## src/rtl/wired_bus_resolver.sv

```systemverilog
// Resolves N enabled W-bit drivers onto one registered bus (wired-OR or wired-AND),
// with contention detection, saturating conflict statistics and a stability qualifier.
module wired_bus_resolver #(
  parameter int N          = 4,
  parameter int W          = 1,
  parameter int MODE       = 0,
  parameter int STABLE_CYC = 3,
  parameter int CNT_W      = 8,
  localparam int AW        = $clog2(N + 1)
) (
  input  logic             clk,
  input  logic             rst,
  input  logic [N-1:0]     drv_en,
  input  logic [N*W-1:0]   drv_data,
  input  logic             clr_stats,
  output logic [W-1:0]     bus_q,
  output logic [AW-1:0]    active_cnt,
  output logic             floating,
  output logic             conflict,
  output logic             conflict_sticky,
  output logic [CNT_W-1:0] conflict_count,
  output logic             bus_stable
);

  localparam int SW = 8;
  localparam logic [W-1:0]  IDLE     = (MODE == 0) ? {W{1'b0}} : {W{1'b1}};
  localparam logic [SW-1:0] STAB_MAX = SW'(STABLE_CYC);

  function automatic logic [CNT_W-1:0] sat_inc_cnt(input logic [CNT_W-1:0] v);
    return (v == {CNT_W{1'b1}}) ? v : v + CNT_W'(1);
  endfunction

  function automatic logic [SW-1:0] sat_inc_stab(input logic [SW-1:0] v);
    return (v >= STAB_MAX) ? STAB_MAX : v + SW'(1);
  endfunction

  logic [W-1:0]  w_or;
  logic [W-1:0]  w_and;
  logic [W-1:0]  w_bus;
  logic [AW-1:0] w_cnt;
  logic          w_conflict;

  // Disabled slices are never read, so X on them cannot leak into the bus.
  always_comb begin
    w_or  = '0;
    w_and = '1;
    w_cnt = '0;
    for (int i = 0; i < N; i++) begin
      if (drv_en[i]) begin
        w_or  = w_or | drv_data[i*W +: W];
        w_and = w_and & drv_data[i*W +: W];
        w_cnt = w_cnt + AW'(1);
      end
    end
    w_bus      = (MODE == 0) ? w_or : w_and;
    // Enabled slices all agree exactly when their OR equals their AND.
    w_conflict = (w_cnt >= AW'(2)) && (w_or != w_and);
  end

  logic [W-1:0]     r_bus;
  logic [AW-1:0]    r_active;
  logic             r_floating;
  logic             r_conflict;
  logic             r_sticky;
  logic [CNT_W-1:0] r_count;
  logic [SW-1:0]    r_stab;

  // Register stage: resolved bus, status and statistics
  always_ff @(posedge clk) begin
    if (rst) begin
      r_bus      <= IDLE;
      r_active   <= '0;
      r_floating <= 1'b1;
      r_conflict <= 1'b0;
      r_sticky   <= 1'b0;
      r_count    <= '0;
      r_stab     <= '0;
    end else begin
      r_bus      <= w_bus;
      r_active   <= w_cnt;
      r_floating <= (w_cnt == '0);
      r_conflict <= w_conflict;
      if (w_bus != r_bus) r_stab <= '0;
      else                r_stab <= sat_inc_stab(r_stab);
      // A clear on the same edge as a new conflict takes precedence.
      if (clr_stats) begin
        r_sticky <= 1'b0;
        r_count  <= '0;
      end else if (w_conflict) begin
        r_sticky <= 1'b1;
        r_count  <= sat_inc_cnt(r_count);
      end
    end
  end

  assign bus_q           = r_bus;
  assign active_cnt      = r_active;
  assign floating        = r_floating;
  assign conflict        = r_conflict;
  assign conflict_sticky = r_sticky;
  assign conflict_count  = r_count;
  assign bus_stable      = (r_stab == STAB_MAX);

endmodule
```

## config.mk

```make
export PLATFORM = sky130hd
export DESIGN_NAME = wired_bus_resolver
export DESIGN_NICKNAME = d
export VERILOG_FILES = /design/src/rtl/wired_bus_resolver.sv
export SDC_FILE = /design/constraint.sdc
export NUM_CORES = 1
export LEC_CHECK = 0
export CORE_AREA = 10 10 64 61
export DETAILED_ROUTE_END_ITERATION = 7
export DIE_AREA = 0 0 74 71
export PLACE_DENSITY_LB_ADDON = 0.12
export SETUP_SLACK_MARGIN = 0.4
export SLEW_MARGIN = 5
export SYNTH_ARGS = -nofsm -noshare
export SYNTH_HDL_FRONTEND = slang
export SYNTH_SLANG_ARGS = --single-unit
```

## constraint.sdc

```tcl
create_clock -name clk -period 2.04 [get_ports clk]
set_input_delay 0.306 -clock clk [delete_from_list [all_inputs] [get_ports clk]]
set_output_delay 0.306 -clock clk [all_outputs]
set_load 0.05 [all_outputs]
```

== Word-level counts from Yosys, hierarchy flattened ==
Cells that the tools add are included.
Word-level totals
  register bits: 23
  bits of input ports: 11
  output and inout bits: 16
Cells by class
  add/sub/neg operators: 5
  magnitude comparators: 2
  eq/ne operators: 4
  muxes and demuxes: 13
  bitwise gates (word level): 7
  reduce and logical (&&, ||, !) cells: 6
Operators by type and width (number)
  8-bit by 1-bit adder with 8-bit output (second input constant): 2
  3-bit by 1-bit adder with 3-bit output (second input constant): 3
  1-bit two-way mux: 9
  3-bit two-way mux: 3
  8-bit by 2-bit equality test with 1-bit output (second input constant): 1
  8-bit equality test (second input constant): 1
  8-bit by 2-bit greater-or-equal comparator with 1-bit output (second input constant): 1
  2-bit OR reduction: 2
  1-bit AND: 3
  3-bit by 2-bit greater-or-equal comparator with 1-bit output (second input constant): 1
  3-bit zero test: 1
  1-bit OR: 3
  3-bit OR reduction: 1
  2-bit two-way mux: 1
  1-bit inequality test: 2
  2-bit AND reduction: 1
  1-bit logical AND: 1
  1-bit NOT: 1

== Depth between registers and ports, before layout ==
  depth in word-level cells: 10
  mapped depth: 12

== Worst setup path before layout ==
Ideal clock, no wire load.
  path type: input to register
  start: input port drv_en[0]
  end: register r_count[0], in the netlist conflict_count[0]
  library setup time: 0.129 ns
  arrival time: 2.063 ns
  slack: -0.152 ns
  stages: 11
  path through: ha_1 nor2b_1 or2_2 ha_1 or2b_1 o31ai_1 and2_1 nor3_2 buf_6 xnor2_1 nor3_2
Between the ends
  longest elaborated chain between the ends: 10
  elaborated cells between the ends (all ways): 25
  classes of those cells: add/sub (3); order compare (1); eq/ne (1); mux (12); bitwise (6); reduce/logical (2)
RTL lines
  start, declared: line 13  | input logic [N-1:0] drv_en,
  1-bit two-way mux: line 49  | if (drv_en[i]) begin
  3-bit by 1-bit adder with 3-bit output (tied with other cells): line 52  | w_cnt = w_cnt + AW'(1);
  3-bit two-way mux / 1-bit two-way mux (equally long branches): line 49
  3-bit by 1-bit adder with 3-bit output (tied with other cells): line 52
  3-bit two-way mux / 1-bit two-way mux (equally long branches): line 49
  3-bit by 1-bit adder with 3-bit output (tied with other cells): line 52
  3-bit two-way mux / 1-bit two-way mux (equally long branches): line 49
  3-bit by 2-bit greater-or-equal comparator with 1-bit output / 1-bit inequality test (equally long branches): line 57  | w_conflict = (w_cnt >= AW'(2)) && (w_or != w_and);
  1-bit logical AND (*): line 57
  2-bit AND reduction (no line) (*)
  end signal, assigned: line 91  | r_count <= sat_inc_cnt(r_count);
  end, declared: line 65  | logic [CNT_W-1:0] r_count;
Mark *: on every way between the ends. The rest lies on a longest branch, timed or not.
A chain may end at the register's enable or synchronous reset.

== Worst setup path after layout ==
  start: input port drv_en[0]
  end: register r_count[5], in the netlist conflict_count[5]
The elaborated chain is that of the path after synthesis.

==> flow_metrics.py <==
metrics = {
    "routing": {
        "route.detailed.drc": 0,
        "drt-met1-wl_um": 1050,
        "dr_wl_met3_um": 215,
        "viasPerCell": 4.87,
        "postRouteAntennaNets": 0,
        "highest_layer": "met4",
        "wl_per_cell_um": 12.9,
        "routed-via-count": 950,
        "dr.pass1.iters": 4,
        "finalWirelength_um": 2510,
        "drt_iter0_markers": 48,
        "wl_met2_um": 1220,
    },
    "critical_path": {
        "arrival_ns": 2.08,
        "worst_path_most_repeated_cell": "ha_4",
        "worst_setup_path_start_kind": "input pin",
        "required_ns": 2.25,
        "crit_slowest_cell": "ha_4",
        "end_kind": "flip-flop",
        "cp_max_fo": 5,
        "crit_chain": "buf_8, ha_4, nor2b_4, or2_4, ha_4, or2b_1, o31ai_2, and2_4, nor3_4, buf_6, a21oi_2, a31o_1",
        "critical_path_class": "in -> reg",
        "cp_slowest_stage_delay_ns": 0.25,
    },
    "final_layout": {
        "multi_input_area_um2": 707,
        "antenna_cells": 0,
        "finish.instance_area_um2": 1660,
        "drive_above_1_share": 0.364,
        "ff_latch_area_um2": 462,
        "synthToLayoutAreaGrowth_pct": 60.0,
        "fin_nets": 182,
        "fillers": 234,
    },
    "logic_synthesis": {
        "syn_inst": 111,
        "ys_types": 36,
        "ys_ff_latch": 23,
        "synthFlopType": "dfxtp_1",
        "synth_edf_count": 0,
        "syn_avg_cell_area_um2": 9.37,
        "ys_seq_area_frac": 0.443,
        "ys_warn_count": 0,
        "synth_area_um2": 1040,
        "synthArstFlopShare": 0,
    },
    "sta": {
        "slew_viol_final": 0,
        "post-route-min-period_ns": 1.87,
        "finalClockSkew_ns": 0.000539,
        "rsz0062_at_grt": "yes",
        "setup_viol": 0,
        "finalHoldViolCount": 0,
        "whs_ns": 0.333,
        "max_freq_mhz": 535,
        "period_share": 0.916,
    },
    "clock_tree": {
        "clk_latency_ns": 0.30,
        "path_clk_slew_ns": 0.12,
        "clockBufferDepth": 2,
        "cts_tree": "built",
        "hold_buffers": 0,
        "numClockSinks": 23,
        "h-tree-depth": 1,
        "root_buffer": "clkbuf_4",
        "cts_made_buffers": 3,
    },
    "placement": {
        "dp_hpwl_um": 1940,
        "portBuffers": 26,
        "place_area_um2": 1550,
        "gp_congestion": 0.718,
    },
    "run_status": {
        "status": "complete, no violations",
    },
    "power_and_ir_drop": {
        "ir_drop_mv": 0.479,
        "leakagePower_nw": 0.722,
        "p_total_mw": 1.04,
        "power_density_nw_per_um2": 625,
    },
    "floorplan": {
        "num_io_pins": 27,
        "die_w_um": 74,
        "start_util": 0.395,
        "dieArea_um2": 5250,
        "num_rows": 18,
        "core_um2": 2640,
        "die_y_um": 71,
    },
    "grt": {
        "grtUsageTotal": 0.101,
        "antenna_found_initial": 0,
        "grt_pass1_vias": 951,
        "grt_overflow": 0,
        "grt_first_pass_wirelength_um": 4320,
        "grt_start_max_net_pins": 14,
    },
    "worst_hold_path": {
        "hp-class": "in -> reg",
    },
    "job": {
        "maxCapViolCount": 0,
    },
}
==> worst paths after layout <==
check                                 startpoint                        endpoint  slack [ns]  cells past startpoint
setup reg to reg  conflict_count[0]$_SDFFE_PP0P_  conflict_count[5]$_SDFFE_PP0P_        0.27                      8
setup / recovery                       drv_en[0]  conflict_count[5]$_SDFFE_PP0P_        0.17                     12
hold / removal                         drv_en[1]                bus_q$_SDFF_PP0_        0.33                      3
hold reg to reg             r_stab[0]$_SDFF_PP0_            r_stab[0]$_SDFF_PP0_        0.47                      1
==> final cells by class <==
class | instances | area share
flip-flops and latches | 23 | 0.277
well taps | 30 | 0.0226
multi-input cells | 89 | 0.425
repair buffers | 47 | 0.251
inverters | 2 | 0.00752
clock buffers | 3 | 0.0135
clock inverters | 1 | 0.00301
==> registers in the layout (all words and copies together), names as in the netlist <==
name             flops
active_cnt           3
bus_q                1
conflict             1
conflict_count       8
conflict_sticky      1
floating             1
r_stab               8
==> cells in the final DEF, fill, tap and decap left out, types with 3 or more instances in the layout <==
master / count
conb_1: 6
or2b_1: 4
dlygate4sd2_1: 12
clkbuf_4: 3
dfxtp_1: 22
clkdlybuf4s50_1: 6
a31o_1: 3
nand3_1: 3
nand2_1: 10
a21oi_2: 3
ha_4: 3
buf_4: 17
buf_6: 5
nor2_1: 11
nor3_1: 8
==> synthesized netlist by cell type (all sizes together), types with 2 or more instances <==
cell type  count  area share
nand2         11       0.042
nor2          13       0.047
a21oi          5       0.028
a31o           3       0.025
a22oi          2       0.019
nor2b          2       0.012
xnor2          3       0.025
nand4          2       0.012
nor3          11       0.067
ha             5       0.060
buf            2       0.014
or2b           4       0.029
dfxtp         23        0.44
inv            2      0.0072
xor2           3       0.032
nand3          4       0.019
and2           3       0.018
nor4           2       0.018
==> report_power, final <==
group	leakage, nW	total, mW	switching [mW]	internal, mW
clock network	0.0177	0.207	0.133	0.0732
logic	0.514	0.342	0.186	0.156
registers	0.190	0.491	0.0133	0.478
==> worst max-delay path, delay by kind of cell <==
| kind | cells | cell delay, ns |
|---|---|---|
| AND/OR/NAND/NOR | 5 | 0.80 |
| adder cells (fa/ha/maj) | 2 | 0.40 |
| buffers and inverters | 2 | 0.28 |
| AO/OA/AOI/OAI | 3 | 0.30 |
==> repair_timing <==
action,CTS,global route
hold endpoints to repair,0,0
resized for setup,51,7
cloned,1,0
pin swaps,7,5
setup endpoints to repair,30,14
buffers inserted,1,3
==> metal layers <==
layer | global-route usage | vias to the layer above
met2 | 0.158 | 31
met3 | 0.0488 | 2
met1 | 0.120 | 427
li1 | - | 490
met4 | 0.0248 | 0
met5 | 0 | -
==> stage by stage <==
stage	worst slack, ns	util	instances	setup TNS (ns)
2_1_floorplan	0.00752	-	116	0
3_3_place_gp	-0.705	0.586	186	-6.71
3_5_place_dp	-0.734	0.586	186	-7.04
4_1_cts	0.138	0.621	192	0
5_1_grt	0.134	0.632	195	0
6_report	0.171	0.632	195	0
==> cell families (layout without fill, tap and decap cells) <==
| kind of cell | count (synthesis) | count (layout) | synth area share |
|---|---|---|---|
| and+or+nand+nor | 55 | 55 | 0.285 |
| xor gates and xnor gates | 6 | 6 | 0.0578 |
| other | 1 | 6 | 0.00361 |
| buffers and inverters | 4 | 53 | 0.0217 |
| AOI/OAI and AO/OA | 17 | 17 | 0.129 |
| adders and majority gates | 5 | 5 | 0.0602 |
| DFF | 23 | 23 | 0.443 |
Note: power is estimated with default switching activity, not from simulation.
==> variant, RTL diff (same flow settings) <==
Make the reset (`rst`) asynchronous in one clocked block.
--- a/src/rtl/wired_bus_resolver.sv
+++ b/src/rtl/wired_bus_resolver.sv
@@ -66,7 +66,7 @@
   logic [SW-1:0]    r_stab;
 
   // Register stage: resolved bus, status and statistics
-  always_ff @(posedge clk) begin
+  always_ff @(posedge clk or posedge rst) begin
     if (rst) begin
       r_bus      <= IDLE;
       r_active   <= '0;
Check against the original RTL: differs if rst is asserted again (counterexample within 4 cycles, from zero or initial values and one cycle with rst high); with rst held inactive, the same outputs for 10 cycles.
==> variant against the original RTL <==
Hold slack lost 0.15 ns; core utilization grew 8.8 points; clock power is essentially flat; cell area grew 14%; global-route usage grew 0.45 points; first-iteration DRC count shrank 40%; routed wire length grew 17%; clock skew grew 0.0027 ns; combinational power grew 45%; power grew 18%; fmax grew 2.7%; setup slack gained 0.049 ns; sequential cell count is the same; synthesized area grew 3.5%; highest routed layer unchanged.
==> variant: results (changes against the original RTL) <==
<table>
<tr><th>Metric</th><th>Value</th></tr>
<tr><th colspan="2">Final layout</th></tr>
<tr><td>Fraction of layout cells with a size suffix above 1</td><td>49.7% (+13 points)</td></tr>
<tr><td>Final #Nets</td><td>174 (-4.4%)</td></tr>
<tr><td>Layout filler cell count</td><td>180 (-23%)</td></tr>
<tr><td>Buffers excl. clock</td><td>53 (+13%)</td></tr>
<tr><td>Inverter count</td><td>5 (+3)</td></tr>
<tr><td>Multi-input gates</td><td>72 (-19%)</td></tr>
<tr><td>Footprint of the multi-input gates</td><td>724 um^2 (+2.5%)</td></tr>
<tr><th colspan="2">Logic synthesis</th></tr>
<tr><td>Biggest area contributors in the synthesized netlist</td><td>sky130_fd_sc_hd__dfrtp_1 51%, sky130_fd_sc_hd__ha_1 5.8%, sky130_fd_sc_hd__nor2_1 4.2%</td></tr>
<tr><td>Synth Area in Compound Gates</td><td>10.9% (-1.9 points)</td></tr>
<tr><td>Adder and majority cell fraction of the synthesized area</td><td>5.81% (-0.20 points)</td></tr>
<tr><td>Mean instance size in the synthesized netlist</td><td>11.2 um^2 (+20%)</td></tr>
<tr><td>Multiplexer area fraction after synthesis</td><td>2.33% (+2.3 points)</td></tr>
<tr><td>Synth Cell Area</td><td>0.00108 mm^2 (+3.5%)</td></tr>
<tr><th colspan="2">Placement</th></tr>
<tr><td>Post-placement worst setup slack</td><td>-0.696 ns (+0.0385 ns)</td></tr>
<tr><td>Area after DPL</td><td>0.00156 mm^2 (+0.73%)</td></tr>
<tr><td>Detailed-placement wirelength estimate</td><td>1900 um (-1.9%)</td></tr>
<tr><td>Global placer's final weighted congestion</td><td>0.716 (-0.22%)</td></tr>
<tr><th colspan="2">Status</th></tr>
<tr><td>Run status</td><td>complete, no violations</td></tr>
<tr><th colspan="2">Worst setup path</th></tr>
<tr><td>CP peak stage delay</td><td>0.32 ns (+0.07 ns)</td></tr>
<tr><td>Worst R2R Setup Slack</td><td>0.24 ns (-0.03 ns)</td></tr>
<tr><td>Worst-case reg-to-reg path depth</td><td>6 (-2)</td></tr>
<tr><td>Critical register-to-register path endpoint</td><td>conflict_count[5]$_DFFE_PP0P_</td></tr>
<tr><td>Worst-path cell with the longest stage delay</td><td>sky130_fd_sc_hd__mux2_4</td></tr>
<tr><th colspan="2">Detailed routing</th></tr>
<tr><td>Wire length after detailed routing</td><td>2930 um (+17%)</td></tr>
<tr><th colspan="2">Clocking</th></tr>
<tr><td>CTS-repair resized insts</td><td>53 (+3.9%)</td></tr>
<tr><th colspan="2">Power and ir drop</th></tr>
<tr><td>Cell leakage power</td><td>0.903 nW (+25%)</td></tr>
<tr><th colspan="2">STA</th></tr>
<tr><td>Final worst hold slack</td><td>0.185 ns (-0.147 ns)</td></tr>
<tr><td>Setup skew after layout</td><td>0.00324 ns (+0.00270 ns)</td></tr>
</table>
## variant: how the worst max path moves through the flow
stage,start,to,cells after the start
2_1_floorplan,drv_en[1],conflict_count[5]$_DFFE_PP0P_,10
3_3_place_gp,drv_en[1],conflict_count[2]$_DFFE_PP0P_,12
3_5_place_dp,drv_en[1],conflict_count[2]$_DFFE_PP0P_,12
4_1_cts,conflict_count[0]$_DFFE_PP0P_,conflict_count[5]$_DFFE_PP0P_,6
5_1_grt,conflict_count[1]$_DFFE_PP0P_,conflict_count[5]$_DFFE_PP0P_,6
6_report,drv_en[0],conflict_count[5]$_DFFE_PP0P_,11
## variant: layer usage
layer / track usage, % / wire length, um / vias to the layer above
met5: 0 / 0 / -
met4: 2.28 / 15 / 0
met3: 4.74 / 136 / 2
met2: 16.8 / 1550 / 14
met1: 12.7 / 1230 / 462
li1: - / - / 448
